--- config.mk ---
export PLATFORM = sky130hd
export DESIGN_NAME = butterfly_radix2_pipe_flat
export DESIGN_NICKNAME = d
export VERILOG_FILES = /design/src/rtl/butterfly_radix2_pipe_if.sv /design/src/rtl/butterfly_radix2_pipe.sv /design/src/flat_wrapper.sv
export SDC_FILE = /design/constraint.sdc
export NUM_CORES = 2
export LEC_CHECK = 0
export ABC_CLOCK_PERIOD_IN_PS = 11900
export BUFFER_PORTS_ARGS = -buffer_cell sky130_fd_sc_hd__buf_4
export CORE_ASPECT_RATIO = 0.8
export CORE_UTILIZATION = 65
export DETAILED_ROUTE_END_ITERATION = 10
export PLACE_DENSITY = 0.88
export REMOVE_ABC_BUFFERS = 1
export SLEW_MARGIN = 5
export SYNTH_ARGS = -nofsm -noshare
export SYNTH_HDL_FRONTEND = slang
export SYNTH_SLANG_ARGS = --single-unit
--- constraint.sdc ---
create_clock -name clk -period 11.9 [get_ports clk]
set_input_delay 1.785 -clock clk [delete_from_list [all_inputs] [get_ports clk]]
set_output_delay 1.785 -clock clk [all_outputs]
set_load 0.05 [all_outputs]
--- src/rtl/butterfly_radix2_pipe_if.sv ---
// Handshake and data bundle for the radix-2 butterfly: Start-qualified inputs,
// Done-qualified outputs and the sticky overflow flag.
interface butterfly_radix2_pipe_if #(
  parameter int DATA_W = 16,
  parameter int COEF_W = 16
);
  logic                     Start;
  logic                     Mode;
  logic                     Scale;
  logic                     Ovf_Clr;
  logic signed [DATA_W-1:0] X0_Re, X0_Im, X1_Re, X1_Im;
  logic signed [COEF_W-1:0] W_Re, W_Im;
  logic                     Done;
  logic                     Ovf;
  logic signed [DATA_W-1:0] Y0_Re, Y0_Im, Y1_Re, Y1_Im;

  modport master (
    output Start, Mode, Scale, Ovf_Clr, X0_Re, X0_Im, X1_Re, X1_Im, W_Re, W_Im,
    input  Done, Ovf, Y0_Re, Y0_Im, Y1_Re, Y1_Im
  );

  modport slave (
    input  Start, Mode, Scale, Ovf_Clr, X0_Re, X0_Im, X1_Re, X1_Im, W_Re, W_Im,
    output Done, Ovf, Y0_Re, Y0_Im, Y1_Re, Y1_Im
  );
endinterface

--- src/rtl/butterfly_radix2_pipe.sv ---
// Pipelined radix-2 complex butterfly (DIF/DIT per transaction) with twiddle
// multiply, optional round-half-up halving, output saturation and sticky overflow.
module butterfly_radix2_pipe #(
  parameter int DATA_W = 16,
  parameter int COEF_W = 16,
  parameter int STAGES = 3
) (
  input logic                    clk,
  input logic                    reset,
  butterfly_radix2_pipe_if.slave bus
);
  localparam int AW = DATA_W + 1;
  localparam int PW = DATA_W + COEF_W + 2;
  localparam int RW = PW - (COEF_W - 2);
  localparam int YW = DATA_W + 5;

  localparam logic signed [PW-1:0] RND_HALF = {{(PW-COEF_W+2){1'b0}}, 1'b1, {(COEF_W-3){1'b0}}};
  localparam logic signed [YW-1:0] ONE_Y    = {{(YW-1){1'b0}}, 1'b1};
  localparam logic signed [YW-1:0] MAXV     = {{(YW-DATA_W+1){1'b0}}, {(DATA_W-1){1'b1}}};
  localparam logic signed [YW-1:0] MINV     = {{(YW-DATA_W+1){1'b1}}, {(DATA_W-1){1'b0}}};

  if (STAGES != 3) begin : g_bad_stages
    $error("butterfly_radix2_pipe: only STAGES == 3 is supported");
  end

  function automatic logic signed [RW-1:0] rnd_prod(input logic signed [PW-1:0] p);
    logic signed [PW-1:0] t;
    t = (p + RND_HALF) >>> (COEF_W - 2);
    return RW'(t);
  endfunction

  function automatic logic signed [YW-1:0] half_up(input logic signed [YW-1:0] v);
    return (v + ONE_Y) >>> 1;
  endfunction

  // MSB of the result flags that clipping happened.
  function automatic logic [DATA_W:0] sat(input logic signed [YW-1:0] v);
    if (v > MAXV)      return {1'b1, MAXV[DATA_W-1:0]};
    else if (v < MINV) return {1'b1, MINV[DATA_W-1:0]};
    else               return {1'b0, v[DATA_W-1:0]};
  endfunction

  logic                     vld_p0, vld_p1, vld_p2;
  logic                     mode_p0, mode_p1, scale_p0, scale_p1, scale_p2;
  logic signed [DATA_W-1:0] x0r_p0, x0i_p0, x1r_p0, x1i_p0;
  logic signed [COEF_W-1:0] wr_p0, wi_p0;
  logic signed [AW-1:0]     ar_p1, ai_p1;
  logic signed [PW-1:0]     pr_p1, pi_p1;
  logic signed [YW-1:0]     y0r_p2, y0i_p2, y1r_p2, y1i_p2;

  logic signed [AW-1:0] m_re, m_im, a_re, a_im;
  logic signed [PW-1:0] p_re, p_im;
  logic signed [RW-1:0] t_re, t_im;
  logic signed [YW-1:0] y0r, y0i, y1r, y1i;
  logic [DATA_W:0]      s_y0r, s_y0i, s_y1r, s_y1i;
  logic                 ovf_set;

  // ---- S1 -> S2: DIF multiplies the difference, DIT multiplies X1 and carries X0
  always_comb begin
    m_re = AW'(x1r_p0);
    m_im = AW'(x1i_p0);
    a_re = AW'(x0r_p0);
    a_im = AW'(x0i_p0);
    if (!mode_p0) begin
      m_re = AW'(x0r_p0) - AW'(x1r_p0);
      m_im = AW'(x0i_p0) - AW'(x1i_p0);
      a_re = AW'(x0r_p0) + AW'(x1r_p0);
      a_im = AW'(x0i_p0) + AW'(x1i_p0);
    end
    p_re = PW'(m_re) * PW'(wr_p0) - PW'(m_im) * PW'(wi_p0);
    p_im = PW'(m_re) * PW'(wi_p0) + PW'(m_im) * PW'(wr_p0);
  end

  // ---- S2 -> S3: round the product, combine with the carried term in DIT
  always_comb begin
    t_re = rnd_prod(pr_p1);
    t_im = rnd_prod(pi_p1);
    y0r  = YW'(ar_p1);
    y0i  = YW'(ai_p1);
    y1r  = YW'(t_re);
    y1i  = YW'(t_im);
    if (mode_p1) begin
      y0r = YW'(ar_p1) + YW'(t_re);
      y0i = YW'(ai_p1) + YW'(t_im);
      y1r = YW'(ar_p1) - YW'(t_re);
      y1i = YW'(ai_p1) - YW'(t_im);
    end
  end

  // ---- S3 -> output: optional halving, then saturation
  always_comb begin
    s_y0r   = sat(scale_p2 ? half_up(y0r_p2) : y0r_p2);
    s_y0i   = sat(scale_p2 ? half_up(y0i_p2) : y0i_p2);
    s_y1r   = sat(scale_p2 ? half_up(y1r_p2) : y1r_p2);
    s_y1i   = sat(scale_p2 ? half_up(y1i_p2) : y1i_p2);
    ovf_set = vld_p2 & (s_y0r[DATA_W] | s_y0i[DATA_W] | s_y1r[DATA_W] | s_y1i[DATA_W]);
  end

  always_ff @(posedge clk) begin
    if (bus.Start) begin
      x0r_p0   <= bus.X0_Re;
      x0i_p0   <= bus.X0_Im;
      x1r_p0   <= bus.X1_Re;
      x1i_p0   <= bus.X1_Im;
      wr_p0    <= bus.W_Re;
      wi_p0    <= bus.W_Im;
      mode_p0  <= bus.Mode;
      scale_p0 <= bus.Scale;
    end
    if (vld_p0) begin
      ar_p1    <= a_re;
      ai_p1    <= a_im;
      pr_p1    <= p_re;
      pi_p1    <= p_im;
      mode_p1  <= mode_p0;
      scale_p1 <= scale_p0;
    end
    if (vld_p1) begin
      y0r_p2   <= y0r;
      y0i_p2   <= y0i;
      y1r_p2   <= y1r;
      y1i_p2   <= y1i;
      scale_p2 <= scale_p1;
    end
  end

  always_ff @(posedge clk or negedge reset) begin
    if (!reset) begin
      vld_p0    <= 1'b0;
      vld_p1    <= 1'b0;
      vld_p2    <= 1'b0;
      bus.Done  <= 1'b0;
      bus.Ovf   <= 1'b0;
      bus.Y0_Re <= '0;
      bus.Y0_Im <= '0;
      bus.Y1_Re <= '0;
      bus.Y1_Im <= '0;
    end else begin
      vld_p0   <= bus.Start;
      vld_p1   <= vld_p0;
      vld_p2   <= vld_p1;
      bus.Done <= vld_p2;
      bus.Ovf  <= ovf_set | (bus.Ovf & ~bus.Ovf_Clr);
      if (vld_p2) begin
        bus.Y0_Re <= s_y0r[DATA_W-1:0];
        bus.Y0_Im <= s_y0i[DATA_W-1:0];
        bus.Y1_Re <= s_y1r[DATA_W-1:0];
        bus.Y1_Im <= s_y1i[DATA_W-1:0];
      end
    end
  end
endmodule

--- src/flat_wrapper.sv ---
// flat-port wrapper written by rule: the top's interface ports become plain ports
module butterfly_radix2_pipe_flat 
#(
  parameter int DATA_W = 16,
  parameter int COEF_W = 16,
  parameter int STAGES = 3
)
  (clk, reset, bus_Start, bus_Mode, bus_Scale, bus_Ovf_Clr, bus_X0_Re, bus_X0_Im, bus_X1_Re, bus_X1_Im, bus_W_Re, bus_W_Im, bus_Done, bus_Ovf, bus_Y0_Re, bus_Y0_Im, bus_Y1_Re, bus_Y1_Im);
  butterfly_radix2_pipe_if #(.DATA_W(DATA_W), .COEF_W(COEF_W)) bus_i ();
  input logic clk;
  input logic reset;
  input wire logic [$bits(bus_i.Start)-1:0] bus_Start;
  input wire logic [$bits(bus_i.Mode)-1:0] bus_Mode;
  input wire logic [$bits(bus_i.Scale)-1:0] bus_Scale;
  input wire logic [$bits(bus_i.Ovf_Clr)-1:0] bus_Ovf_Clr;
  input wire logic [$bits(bus_i.X0_Re)-1:0] bus_X0_Re;
  input wire logic [$bits(bus_i.X0_Im)-1:0] bus_X0_Im;
  input wire logic [$bits(bus_i.X1_Re)-1:0] bus_X1_Re;
  input wire logic [$bits(bus_i.X1_Im)-1:0] bus_X1_Im;
  input wire logic [$bits(bus_i.W_Re)-1:0] bus_W_Re;
  input wire logic [$bits(bus_i.W_Im)-1:0] bus_W_Im;
  output wire logic [$bits(bus_i.Done)-1:0] bus_Done;
  output wire logic [$bits(bus_i.Ovf)-1:0] bus_Ovf;
  output wire logic [$bits(bus_i.Y0_Re)-1:0] bus_Y0_Re;
  output wire logic [$bits(bus_i.Y0_Im)-1:0] bus_Y0_Im;
  output wire logic [$bits(bus_i.Y1_Re)-1:0] bus_Y1_Re;
  output wire logic [$bits(bus_i.Y1_Im)-1:0] bus_Y1_Im;
  assign bus_i.Start = bus_Start;
  assign bus_i.Mode = bus_Mode;
  assign bus_i.Scale = bus_Scale;
  assign bus_i.Ovf_Clr = bus_Ovf_Clr;
  assign bus_i.X0_Re = bus_X0_Re;
  assign bus_i.X0_Im = bus_X0_Im;
  assign bus_i.X1_Re = bus_X1_Re;
  assign bus_i.X1_Im = bus_X1_Im;
  assign bus_i.W_Re = bus_W_Re;
  assign bus_i.W_Im = bus_W_Im;
  assign bus_Done = bus_i.Done;
  assign bus_Ovf = bus_i.Ovf;
  assign bus_Y0_Re = bus_i.Y0_Re;
  assign bus_Y0_Im = bus_i.Y0_Im;
  assign bus_Y1_Re = bus_i.Y1_Re;
  assign bus_Y1_Im = bus_i.Y1_Im;
  butterfly_radix2_pipe #(.DATA_W(DATA_W), .COEF_W(COEF_W), .STAGES(STAGES)) u_core (.clk(clk), .reset(reset), .bus(bus_i));
endmodule
==> qor.yml <==
run_status:
  status: "finished, violations left"
  violations: "design-rule violations"
grt:
  antenna_found_initial: 13
  grt_start_max_net_pins: 104
  grt_pass1_vias: 54815
  grt-ovfl-total: 0
  grt_pass1_wl_mm: 287
  grt_use_total: 0.358
cts:
  clk_path_buf_depth: 3
  path_clk_slew_ps: 60
  clock_sinks: 330
  insertion_delay_ps: 640
  cts_tree: "done"
  h-tree-depth: 2
  cts-root-buf: "clkbuf_16"
  cts_buffers: 38
timing:
  fmax_mhz: 87.9
  slew_headroom: 0.115
  fin_ws_ps: 528
  drv_slew: 0
  finalSetupViolCount: 0
  fin_skew_ps: 68.7
  period_needed_ps: 11370
  min_period_over_period: 0.956
  hold_viol_final: 0
  worstMarginPinSlew_ps: 1330
floorplanning:
  chipHeight_um: 285
  die_w_um: 356
  core_area_sq_um: 99000
  row_count: 103
  io-pin-count: 168
  dieArea_sq_um: 101000
  start_util: 0.658
drt:
  first_pass_iters: 9
  num_vias: 51481
  wl_per_cell_um: 20.7
  met1_length_mm: 66.4
  met3_length_mm: 19.7
  drc: 32
  wl_mm: 177
  drt_iter0_markers: 5806
  route.met2.wl_mm: 81.2
  postRouteAntennaNets: 0
  topRoutingLayerUsed: "met5"
  via_per_inst: 6.02
critical_path:
  required_ps: 12240
  cpPeakStageDelay_ps: 550
  start_kind: "register"
  crit_arrival_ps: 11710
  reg2reg_from: "u_core.x1r_p0[0]$_DFFE_PP_"
  cp_slowest_cell: "fa_1"
  crit_path_end_kind: "register"
  regToRegEndpoint: "u_core.pi_p1[32]$_DFFE_PP_"
  critPathLaunch: "u_core.x1r_p0[0]$_DFFE_PP_"
  critPathKind: "reg -> reg"
  cpMostUsedCell: "fa_1"
  r2r.worst_path.cells: 43
  reg2reg_slack_ps: 530
  worstPathMaxFanout: 20
final_layout:
  fill_cells: 7123
  mostFrequentLayoutCells: "1488 x inv_1, 1083 x fa_1, 774 x nand2_1"
  fin_cells: 8556
  nets: 8944
  syn2layout_area_growth_pct: 6.55
  layout_commonest_cell: "inv_1"
  layout-drive-gt1-share: 0.0671
run:
  drv_cap: 0
yosys:
  ys.flop_type: "edfxtp_1"
  syn_inst: 7223
  yosysWarnings: 0
  synthTopCellsByArea: "fa_1 33%, edfxtp_1 12%, ha_1 11%, inv_1 8.6%, nand2_1 4.5%"
  ys_types: 88
  async_flop_share: 0.209
  synth_area_leader_cell: "fa_1"
  synth_top_cell_area_share: 0.333
  ys_seq_elements: 330
  synth_edf_count: 261
  seq_area_frac_synth: 0.147
  avgSynthCellArea_sq_um: 9.01
  synth_area_sq_um: 65100
worst_hold_path:
  worstHoldPathType: "reg -> reg"
  hold_path_end: "u_core.scale_p2$_DFFE_PP_"
  min-delay-start: "u_core.scale_p1$_DFFE_PP_"
  holdPathStages: 0
placed_design:
  dpl.hpwl_mm: 140
  dp_slack_ps: 183
  portBuffers: 167
  place_congestion: 0.986
  place_inst: 8470
-- kinds of logic after synthesis --
logic type                 after synthesis  synth area share
AOI/OAI and AO/OA                     1016            0.0985
DFF                                    330             0.147
and+or+nand+nor                       1947             0.145
muxes                                   67            0.0111
adders and majority gates             1650             0.442
xor gates and xnor gates               379            0.0510
buffers and inverters                 1834             0.106
-- worst max-delay path: cells and delay by family, from the launching register on --
| kind | cells | cell delay [ps] |
|---|---|---|
| adder cells (fa/ha/maj) | 10 | 4400 |
| AND/OR/NAND/NOR | 5 | 610 |
| XOR/XNOR | 2 | 350 |
| flip-flops | 1 | 420 |
| AO/OA/AOI/OAI | 21 | 4560 |
| buffers and inverters | 5 | 790 |
-- through the flow --
step                 util  setup TNS (ps)  instance area, sq um  hold slack [ps]
floorplan               -               0                 63800              400
global placement    0.685               0                 67800              406
detailed placement  0.685               0                 67800              412
CTS                 0.698               0                 69100              428
global route        0.701           -47.1                 69400              443
finish              0.701               0                 69400              423
-- sequential cells by signal, indices dropped and copies added (netlist names), 17 cells and up --
register       count
u_core.pr_p1      21
u_core.pi_p1      21
u_core.y1i_p2     21
u_core.ar_p1      17
u_core.ai_p1      17
u_core.y0i_p2     21
u_core.y1r_p2     21
u_core.y0r_p2     21
-- layer usage --
layer / GRT usage / up-vias
met1: 0.466 / 25265
met4: 0.181 / 2
met5: 0 / -
met3: 0.0745 / 622
li1: - / 22531
met2: 0.571 / 3061
-- synthesized netlist by cell type (all sizes together) (17+ instances only) --
master / number
or3: 17
dfrtp: 69
o31ai: 19
o21ai: 199
a31oi: 37
and2: 460
nor2: 306
inv: 1488
and3: 59
nand2b: 38
nor2b: 47
buf: 32
nand4: 36
o21a: 41
a21oi: 359
mux2i: 25
edfxtp: 261
nand3: 76
nor3: 70
mux2: 42
o21bai: 47
clkbuf: 312
o211ai: 23
nand2: 777
xnor2: 292
ha: 555
xor2: 87
a211oi: 23
a21o: 104
fa: 1084
-- area by class of cell --
class,instances,area [sq um],area share
clock inverters,19,205,0.00296
multi-input cells,5059,49000,0.707
clock buffers,51,1070,0.0154
repair buffers,284,2210,0.0318
diodes,11,27.5,0.000397
inverters,1490,5590,0.0806
well taps,1312,1640,0.0237
flip-flops and latches,330,9580,0.138
-- how the worst max path moves through the flow --
| stage | endpoint | slack, ps | cells after the start |
|---|---|---|---|
| after floorplan | u_core.pr_p1[32]$_DFFE_PP_ | 210 | 34 |
| after global routing | u_core.pr_p1[31]$_DFFE_PP_ | -50 | 44 |
| final | u_core.pi_p1[32]$_DFFE_PP_ | 530 | 43 |
| after CTS | u_core.pr_p1[32]$_DFFE_PP_ | 30 | 41 |
| after global placement | u_core.pr_p1[32]$_DFFE_PP_ | 380 | 41 |
| after detailed placement | u_core.pr_p1[31]$_DFFE_PP_ | 180 | 42 |
-- repair_timing --
action / 4_1_cts / 5_1_grt
hold buffers: 0 / 0
setup endpoints to repair: 0 / 12
resized for setup: 0 / 38
buffers inserted: 0 / 5
Power is not shown: default switching activity piles up to over one toggle a cycle in this logic, so the estimate is an artifact.
